[src/rtl/serializer_8b.sv]
// Output-stage serializer: 8-bit word + valid -> MSB-first bit stream with idle/sync insertion.
// Optional macro SERIALIZER_PARITY_EN appends an even-parity bit, making 9-bit frames.
module serializer_8b #(
    parameter logic [7:0] IDLE_SYM   = 8'hBC,
    parameter int         SYNC_COUNT = 4
) (
    input  logic       clk_32f,
    input  logic       reset_L,
    input  logic [7:0] data_in,
    input  logic       valid_in,
    output logic       load_req,
    output logic       data_out,
    output logic       frame_start,
    output logic       active
);

`ifdef SERIALIZER_PARITY_EN
    localparam int FRAME_LEN = 9;
    localparam int CNT_W     = 4;
`else
    localparam int FRAME_LEN = 8;
    localparam int CNT_W     = 3;
`endif

    localparam logic [CNT_W-1:0] LAST_BIT  = CNT_W'(FRAME_LEN - 1);
    localparam logic [3:0]       SYNC_LAST = 4'(SYNC_COUNT - 1);

    typedef enum logic [1:0] {
        ST_RESET  = 2'd0,
        ST_SYNC   = 2'd1,
        ST_ACTIVE = 2'd2
    } state_t;

`ifdef SERIALIZER_PARITY_EN
    function automatic logic even_parity(input logic [7:0] word);
        even_parity = ^word;
    endfunction

    function automatic logic [FRAME_LEN-1:0] make_frame(input logic [7:0] word);
        make_frame = {word, even_parity(word)};
    endfunction
`else
    function automatic logic [FRAME_LEN-1:0] make_frame(input logic [7:0] word);
        make_frame = word;
    endfunction
`endif

    state_t                 state_r;
    state_t                 state_s;
    logic [CNT_W-1:0]       bit_cnt_r;
    logic [CNT_W-1:0]       bit_cnt_s;
    logic [3:0]             sync_cnt_r;
    logic [3:0]             sync_cnt_s;
    logic [FRAME_LEN-1:0]   shreg_r;
    logic [FRAME_LEN-1:0]   shreg_s;
    logic [FRAME_LEN-1:0]   sample_s;
    logic                   frame_end_s;
    logic                   load_req_r;
    logic                   frame_start_r;
    logic                   active_r;

    // Next-state, counter and shift-register update logic.
    always_comb begin
        state_s     = state_r;
        bit_cnt_s   = bit_cnt_r;
        sync_cnt_s  = sync_cnt_r;
        shreg_s     = {shreg_r[FRAME_LEN-2:0], 1'b0};
        frame_end_s = (state_r != ST_RESET) && (bit_cnt_r == LAST_BIT);
        sample_s    = make_frame(valid_in ? data_in : IDLE_SYM);

        case (state_r)
            ST_RESET: begin
                state_s    = ST_SYNC;
                shreg_s    = make_frame(IDLE_SYM);
                bit_cnt_s  = {CNT_W{1'b0}};
                sync_cnt_s = 4'd0;
            end
            ST_SYNC: begin
                if (frame_end_s) begin
                    bit_cnt_s = {CNT_W{1'b0}};
                    // The last sync frame's closing edge already takes live data.
                    if (sync_cnt_r == SYNC_LAST) begin
                        state_s = ST_ACTIVE;
                        shreg_s = sample_s;
                    end else begin
                        sync_cnt_s = sync_cnt_r + 4'd1;
                        shreg_s    = make_frame(IDLE_SYM);
                    end
                end else begin
                    bit_cnt_s = bit_cnt_r + CNT_W'(1);
                end
            end
            ST_ACTIVE: begin
                if (frame_end_s) begin
                    bit_cnt_s = {CNT_W{1'b0}};
                    shreg_s   = sample_s;
                end else begin
                    bit_cnt_s = bit_cnt_r + CNT_W'(1);
                end
            end
            default: begin
                state_s    = ST_RESET;
                shreg_s    = {FRAME_LEN{1'b0}};
                bit_cnt_s  = {CNT_W{1'b0}};
                sync_cnt_s = 4'd0;
            end
        endcase
    end

    // State, counters and shift register.
    always_ff @(posedge clk_32f or negedge reset_L) begin
        if (!reset_L) begin
            state_r    <= ST_RESET;
            bit_cnt_r  <= {CNT_W{1'b0}};
            sync_cnt_r <= 4'd0;
            shreg_r    <= {FRAME_LEN{1'b0}};
        end else begin
            state_r    <= state_s;
            bit_cnt_r  <= bit_cnt_s;
            sync_cnt_r <= sync_cnt_s;
            shreg_r    <= shreg_s;
        end
    end

    // Status outputs registered from next-state values so they align with the bit on data_out.
    always_ff @(posedge clk_32f or negedge reset_L) begin
        if (!reset_L) begin
            load_req_r    <= 1'b0;
            frame_start_r <= 1'b0;
            active_r      <= 1'b0;
        end else begin
            load_req_r    <= (state_s != ST_RESET) && (bit_cnt_s == LAST_BIT);
            frame_start_r <= (state_s != ST_RESET) && (bit_cnt_s == {CNT_W{1'b0}});
            active_r      <= (state_s == ST_ACTIVE);
        end
    end

    assign data_out    = shreg_r[FRAME_LEN-1];
    assign load_req    = load_req_r;
    assign frame_start = frame_start_r;
    assign active      = active_r;

endmodule

[config.mk]
export PLATFORM = sky130hd
export DESIGN_NAME = serializer_8b
export DESIGN_NICKNAME = d
export VERILOG_FILES = /design/src/rtl/serializer_8b.sv
export SDC_FILE = /design/constraint.sdc
export NUM_CORES = 1
export LEC_CHECK = 0
export CORE_ASPECT_RATIO = 1.1
export CORE_MARGIN = 3
export CORE_UTILIZATION = 53
export DETAILED_ROUTE_END_ITERATION = 6
export PLACE_DENSITY = 0.79
export SETUP_SLACK_MARGIN = 0.4
export SYNTH_ARGS = -nofsm -noshare
export SYNTH_HDL_FRONTEND = slang
export SYNTH_SLANG_ARGS = --single-unit
[constraint.sdc]
create_clock -name clk_32f -period 2.3 [get_ports clk_32f]
set_clock_uncertainty 0.05 [all_clocks]
set_input_delay 0.46 -clock clk_32f [delete_from_list [all_inputs] [get_ports clk_32f]]
set_output_delay 0.46 -clock clk_32f [all_outputs]
set_load 0.1 [all_outputs]
==> out/results.txt, run 1 <==
status: finished, final reports clean
Tmin final: 1.856 ns
H-Tree Level Count: 1
number of CTS-inserted buffers: 3
startpoint class of the critical path: flip-flop
die width: 49.41 um
Top FF cell, synth: dfrtp_1
Clock Path Buffers: 2
Synth Area per Inst: 10.56 um2
vias in the first global route: 880
arrival time at the worst endpoint: 2.06 ns
CTS Hold Bufs: 0
synthesized flop and latch total: 20
starting DRC count in detailed routing: 16
flop-to-flop setup slack: 0.44 ns
Finished Layout Cells: 152
r2r startpoint: bit_cnt_r[0]
Site Rows: 16
maximum number of pins on one net before global-route repair: 21
GPL Wtd Cong: 0.8316
clock sinks: 20
final setup violation count: 0
crit path capture type: flip-flop
Slew Limit Fails: 0
antenna violations before repair: 0
hold crit path type: in2async
post-synthesis simple-gate area fraction: 19.59%
DR pass1 iterations: 4
WL per Instance: 16.51 um
main combinational cell family by area after synthesis: compound AO/OA/AOI/OAI gates
compound-gate portion of the synthesized area: 22.32%
initial core utilization: 59.01%
setup TNS: 0 ns
fin crit share: 80.71%
CTS tree: yes
clock root buffer: clkbuf_4
Placed Cells: 144
mux contribution to synthesized area: 0%
worst r2r path cells: 5
Post-Syn Area: 1099 um2
relative slew slack: 77.80%
r2r endpoint: active
port buffer count: 14
diode count: 0
XOR/XNOR share of the synthesized area: 0%
antenna viol nets, final: 0
Max Cap Violations: 0
cell chain of the critical path: ha_1 > ha_4 > or4bb_2 > o22ai_2 > o31a_1
unrepaired setup endpoints after global routing: false
Vias per Instance: 5.888
worst slew pin tran: 0.3330 ns
grt ovf: 0
Post-synth EDFFs: 0
first-pass GRT wire length: 4029 um
later-pin clock latency in the skew report: 0.31 ns
critical path class: reg2reg
Seq/Total Area, Yosys: 45.56%
Worst path max stage delay: 0.66 ns
Pwr Density: 496.7 nW/um2
Syn Nets: 123
slowest CP cell: or4bb_2
peak supply drop: 504.4 uV
core footprint: 1862 um2
count of different cell masters after synthesis: 36
FFs w/ async S/R, synth: 100.0%
P&R area growth vs syn: 26.31%
share of cells above drive strength 1: 23.20%
worst-path fanout max: 6
IO Pins: 15
Residual DRC: 0
Ys Warns: 0
via count: 895
WL final: 2510 um
Synth Area in Adders: 9.112%
die height: 53.75 um
Required @ worst endpoint: 2.50 ns
total track usage: 20.07%
Hold Vio Cnt, Final: 0
fmax: 538.7 MHz
clk slew on worst S/H paths: 0.11 ns
P_leak: 0.5644 nW
Mapped Cells: 104
fin nets: 145
Post-DP HPWL: 1592 um
die area: 2656 um2
[power breakdown]
part	leakage (nW)	total [W]	switching (W)	internal (W)
logic	0.305	0.0000410	0.0000200	0.0000210
registers	0.231	0.000360	0.00000206	0.000358
clock network	0.0279	0.000288	0.000111	0.000176
[cells by family (layout without fill, tap and decap cells)]
logic type                 count (synthesis)  in the layout
and+or+nand+nor                           35             35
buffers and inverters                      8             29
AOI/OAI and AO/OA                         33             33
DFF                                       20             20
adders and majority gates                  8              8
[flip-flops by register name (all words and copies together) (netlist names)]
signal,count
shreg_r,8
sync_cnt_r,4
bit_cnt_r,3
state_r,2
active,1
frame_start,1
load_req,1
[cells in the final DEF, fill, tap and decap left out, types with 3 or more instances in the layout]
cell	count
clkbuf_4	3
dfrtp_1	19
a21oi_1	5
nand2b_1	3
clkdlybuf4s50_1	10
o211ai_1	3
nand3_1	3
nor2_1	3
a211oi_1	5
buf_4	12
inv_1	3
ha_1	5
nor3b_1	3
nand2_1	7
o21ai_0	10
[area by class of cell]
cell class | instances | area, um2
Multi-Input combinational cell | 76 | 598.1
Sequential cell | 20 | 501.7
Fill cell | 140 | 474.2
Timing Repair Buffer | 22 | 190.2
Tap cell | 27 | 33.78
Clock inverter | 1 | 30.03
Clock buffer | 3 | 22.52
Inverter | 3 | 11.26
[synthesized netlist by cell type (2+ instances only)]
| cell | count | share of area, % |
|---|---|---|
| nand2_1 | 7 | 2.4 |
| nor2_1 | 3 | 1.0 |
| o211ai_1 | 3 | 2.0 |
| nor4_1 | 2 | 1.1 |
| dfrtp_1 | 20 | 46 |
| o2111ai_1 | 2 | 1.6 |
| and2_1 | 2 | 1.1 |
| a211oi_1 | 5 | 3.4 |
| o21ai_0 | 10 | 4.6 |
| nand3_1 | 3 | 1.4 |
| a21oi_1 | 5 | 2.3 |
| clkbuf_1 | 3 | 1.0 |
| nand3b_1 | 2 | 1.4 |
| ha_1 | 8 | 9.1 |
| nand2b_1 | 3 | 1.7 |
| nor3b_1 | 3 | 2.0 |
| nor2b_1 | 2 | 1.1 |
| inv_1 | 3 | 1.0 |
[critical path: cells and delay by family, from the launching register on]
family                     cells  cell delay, ns
DFF                            1            0.38
AOI/OAI and AO/OA              2            0.33
and+or+nand+nor                1            0.66
adders and majority gates      2            0.39
[timing repair]
item / in CTS / in global routing
buffers inserted: 1 / 3
resized for setup: 3 / 5
gates cloned: 0 / 0
endpoints found under the setup margin: 2 / 5
[per-layer routing]
metal  GRT usage, %  vias to the layer above  part of all wire, %
met5              0                        -                    0
met4          8.295                        0                  1.5
met3          3.324                        5                  4.1
met2          35.04                       27                   53
met1          25.09                      437                   41
li1               -                      426                    -
[per-stage QoR]
stage	hold slack, ns	setup slack, ns	utilization, %	area [um2]	power [W]
floorplan	0.1144	0.4947	-	1099	0.0003791
global placement	0.4261	0.4231	68.01	1266	0.0004075
detailed placement	0.4542	0.3484	68.01	1266	0.0004084
CTS	0.4315	0.4218	71.57	1333	0.0006936
global route	0.4304	0.3696	74.53	1388	0.0007169
finish	0.4257	0.4437	74.53	1388	0.0006892
[worst max-delay path by stage]
stage                  from             to  depth (start not counted)
3_3_place_gp     state_r[0]         active                          5
2_1_floorplan    state_r[0]  sync_cnt_r[2]                          4
4_1_cts          state_r[1]  sync_cnt_r[2]                          4
6_report       bit_cnt_r[0]         active                          5
5_1_grt          state_r[1]     shreg_r[0]                          6
3_5_place_dp     state_r[0]  sync_cnt_r[2]                          4
(Power assumes the default switching activity.)
==> run 2, diff against run 1 <==
==> constraint.sdc (replaced) <==
create_clock -name clk_32f -period 1.8 [get_ports clk_32f]
set_clock_uncertainty 0.05 [all_clocks]
set_input_delay 0.36 -clock clk_32f [delete_from_list [all_inputs] [get_ports clk_32f]]
set_output_delay 0.36 -clock clk_32f [all_outputs]
set_load 0.1 [all_outputs]
==> run 2 against run 1 <==
Effect of this change:
- the run now ends with setup timing left
- die area is the same
- clock power decreased by 2%
- worst setup slack lost 0.47 ns
==> out/results.txt, run 2 (synthesized netlist as in run 1, its figures left out) <==
Filler Cell Count: 55 (-61%)
via count: 1190 (+33%)
commonest non-fill, non-tap cell in the layout: buf_4
Max Cap Violations: 0 (unchanged)
antenna viol nets, final: 0 (unchanged)
DR pass1 iterations: 4 (unchanged)
met3 usage: 4.155% (+0.83 points)
Tmin final: 1.822 ns (-0.03422 ns)
worst slew pin tran: 0.3583 ns (+0.02525 ns)
Largest regs: shreg_r: 8 flops, sync_cnt_r: 4 flops, bit_cnt_r: 3 flops
WL final: 4322 um (+72%)
critical path class: reg2reg
port buffer count: 14 (unchanged)
Clock Path Buffers: 2 (unchanged)
fmax: 548.8 MHz (+1.9%)
number of CTS-inserted buffers: 3 (unchanged)
total track usage: 26.69% (+6.6 points)
multi-input logic area: 749.5 um2 (+25%)
P_leak: 0.7262 nW (+29%)
flop-to-flop setup slack: -0.02 ns (-0.47 ns)
most frequent cells in the layout: buf_4, dfrtp_1, clkdlybuf4s50_1
setup ws final: -0.02210 ns (-0.4658 ns)
H-Tree Level Count: 1 (unchanged)
r2r startpoint: sync_cnt_r[0]
startpoint class of the critical path: flip-flop
hold crit path type: in2async
cell chain of the critical path: ha_4 > or3b_4 > a2111oi_4 > o31a_1
IO Pins: 15 (unchanged)
die width: 49.41 um (unchanged)
Gate power share: 7.7% (+1.7 points)
worst r2r path cells: 4 (-1)
clock root buffer: clkbuf_4
Finished Layout Cells: 171 (+13%)
Power Internal: 0.0006127 W (+10%)
later-pin clock latency in the skew report: 0.31 ns (about the same)
Residual DRC: 0 (unchanged)
CTS Hold Bufs: 0 (unchanged)
r2r endpoint: active
max FFs per register: 8 (unchanged)
crit path capture type: flip-flop
GR Layer Usage met1: 29.95% (+4.9 points)
Required @ worst endpoint: 2.00 ns (-0.50 ns)
starting DRC count in detailed routing: 62 (+46)
CTS tree: yes
unrepaired setup endpoints after global routing: true
Site Rows: 16 (unchanged)
setup TNS: -0.02210 ns (-0.02210 ns)
status: complete, but fails checks
Placed Cells: 143 (-0.69%)
peak supply drop: 403.0 uV (-20%)
Pwr Density: 458.5 nW/um2 (-7.7%)
switching power: 0.0001950 W (+46%)
initial core utilization: 59.01% (unchanged)
relative slew slack: 75.89% (-1.9 points)
core footprint: 1862 um2 (unchanged)
slowest CP cell: dfrtp_1
fin crit share: 101.2% (+21 points)
clk slew on worst S/H paths: 0.13 ns (+0.02 ns)
WL per Instance: 25.27 um (+53%)
Biggest register: shreg_r
Hold Vio Cnt, Final: 0 (unchanged)
maximum number of pins on one net before global-route repair: 21 (unchanged)
Sw Ratio: 24.14% (+4.8 points)
flip-flop and latch area: 501.7 um2 (unchanged)
GPL Wtd Cong: 0.8238 (-0.94%)
worst hold slack: 0.3138 ns (-0.1119 ns)
share of cells above drive strength 1: 47.92% (+25 points)
final setup violation count: 1 (+1)
Design Area, Final: 1762 um2 (+27%)
Post-DP HPWL: 1675 um (+5.2%)
first-pass GRT wire length: 5064 um (+26%)
area post-placement: 1375 um2 (+8.6%)
die height: 53.75 um (unchanged)
diode count: 0 (unchanged)
busiest grt layer: met2
met2 GRT Util: 47.54% (+13 points)
Worst path max stage delay: 0.46 ns (-0.20 ns)
die area: 2656 um2 (unchanged)
Slew Limit Fails: 0 (unchanged)
Vias per Instance: 6.959 (+18%)
arrival time at the worst endpoint: 2.02 ns (-0.04 ns)
worst-path fanout max: 4 (-2)
Clk pwr share: 35.1% (-6.7 points)
clock sinks: 20 (unchanged)
vias in the first global route: 1033 (+17%)
sequential share of power: 57.3% (+5.0 points)
grt ovf: 0 (unchanged)
failing checks: setup timing
fin nets: 164 (+13%)
P&R area growth vs syn: 60.36%
fin util: 94.62% (+20 points)
antenna violations before repair: 0 (unchanged)
run 2: routing by layer:
metal,wire (um),vias up
met5,0,-
met3,376,40
met4,357,0
met2,2124,106
li1,-,466
met1,1464,578
run 2: final cells by class:
cell class                      count  share of cell area, %
Clock buffer                        4                  2.060
Inverter                            3                 0.7812
Tap cell                           27                  1.918
Sequential cell                    20                  28.48
Timing Repair Buffer               41                  24.22
Multi-Input combinational cell     76                  42.54
run 2: how the worst max path moves through the flow:
stage	from	endpoint	slack, ns
2_1_floorplan	sync_cnt_r[0]	active	0.19
3_3_place_gp	sync_cnt_r[0]	active	0.10
3_5_place_dp	sync_cnt_r[0]	active	0.03
4_1_cts	state_r[0]	active	0.17
5_1_grt	state_r[1]	load_req	-0.09
6_report	sync_cnt_r[0]	active	-0.02
run 2: power by group through the flow:
stage	Combinational (W)	Clock (W)	Sequential (W)
3_5_place_dp	0.0000557	0	0.000470
4_1_cts	0.0000580	0.000271	0.000461
2_1_floorplan	0.00000762	0	0.000477
3_3_place_gp	0.0000551	0	0.000470
6_report	0.0000618	0.000283	0.000463
5_1_grt	0.0000644	0.000299	0.000463
run 2: critical path: cells and delay by family (launching register included):
| kind | cells | cell delay, ns |
|---|---|---|
| and+or+nand+nor | 1 | 0.42 |
| DFF | 1 | 0.46 |
| AOI/OAI and AO/OA | 2 | 0.67 |
| adders and majority gates | 1 | 0.16 |
run 2: per-stage QoR:
stage	worst slack (ns)	power, W
6_report	-0.02210	0.0008077
3_3_place_gp	0.1039	0.0005247
5_1_grt	-0.08826	0.0008270
2_1_floorplan	0.1907	0.0004845
3_5_place_dp	0.02896	0.0005254
4_1_cts	0.1676	0.0007896
run 2: timing repair:
action,CTS,global route
setup endpoints to repair,19,17
pin swaps,16,7
gates resized for setup,21,11
setup buffers,17,7
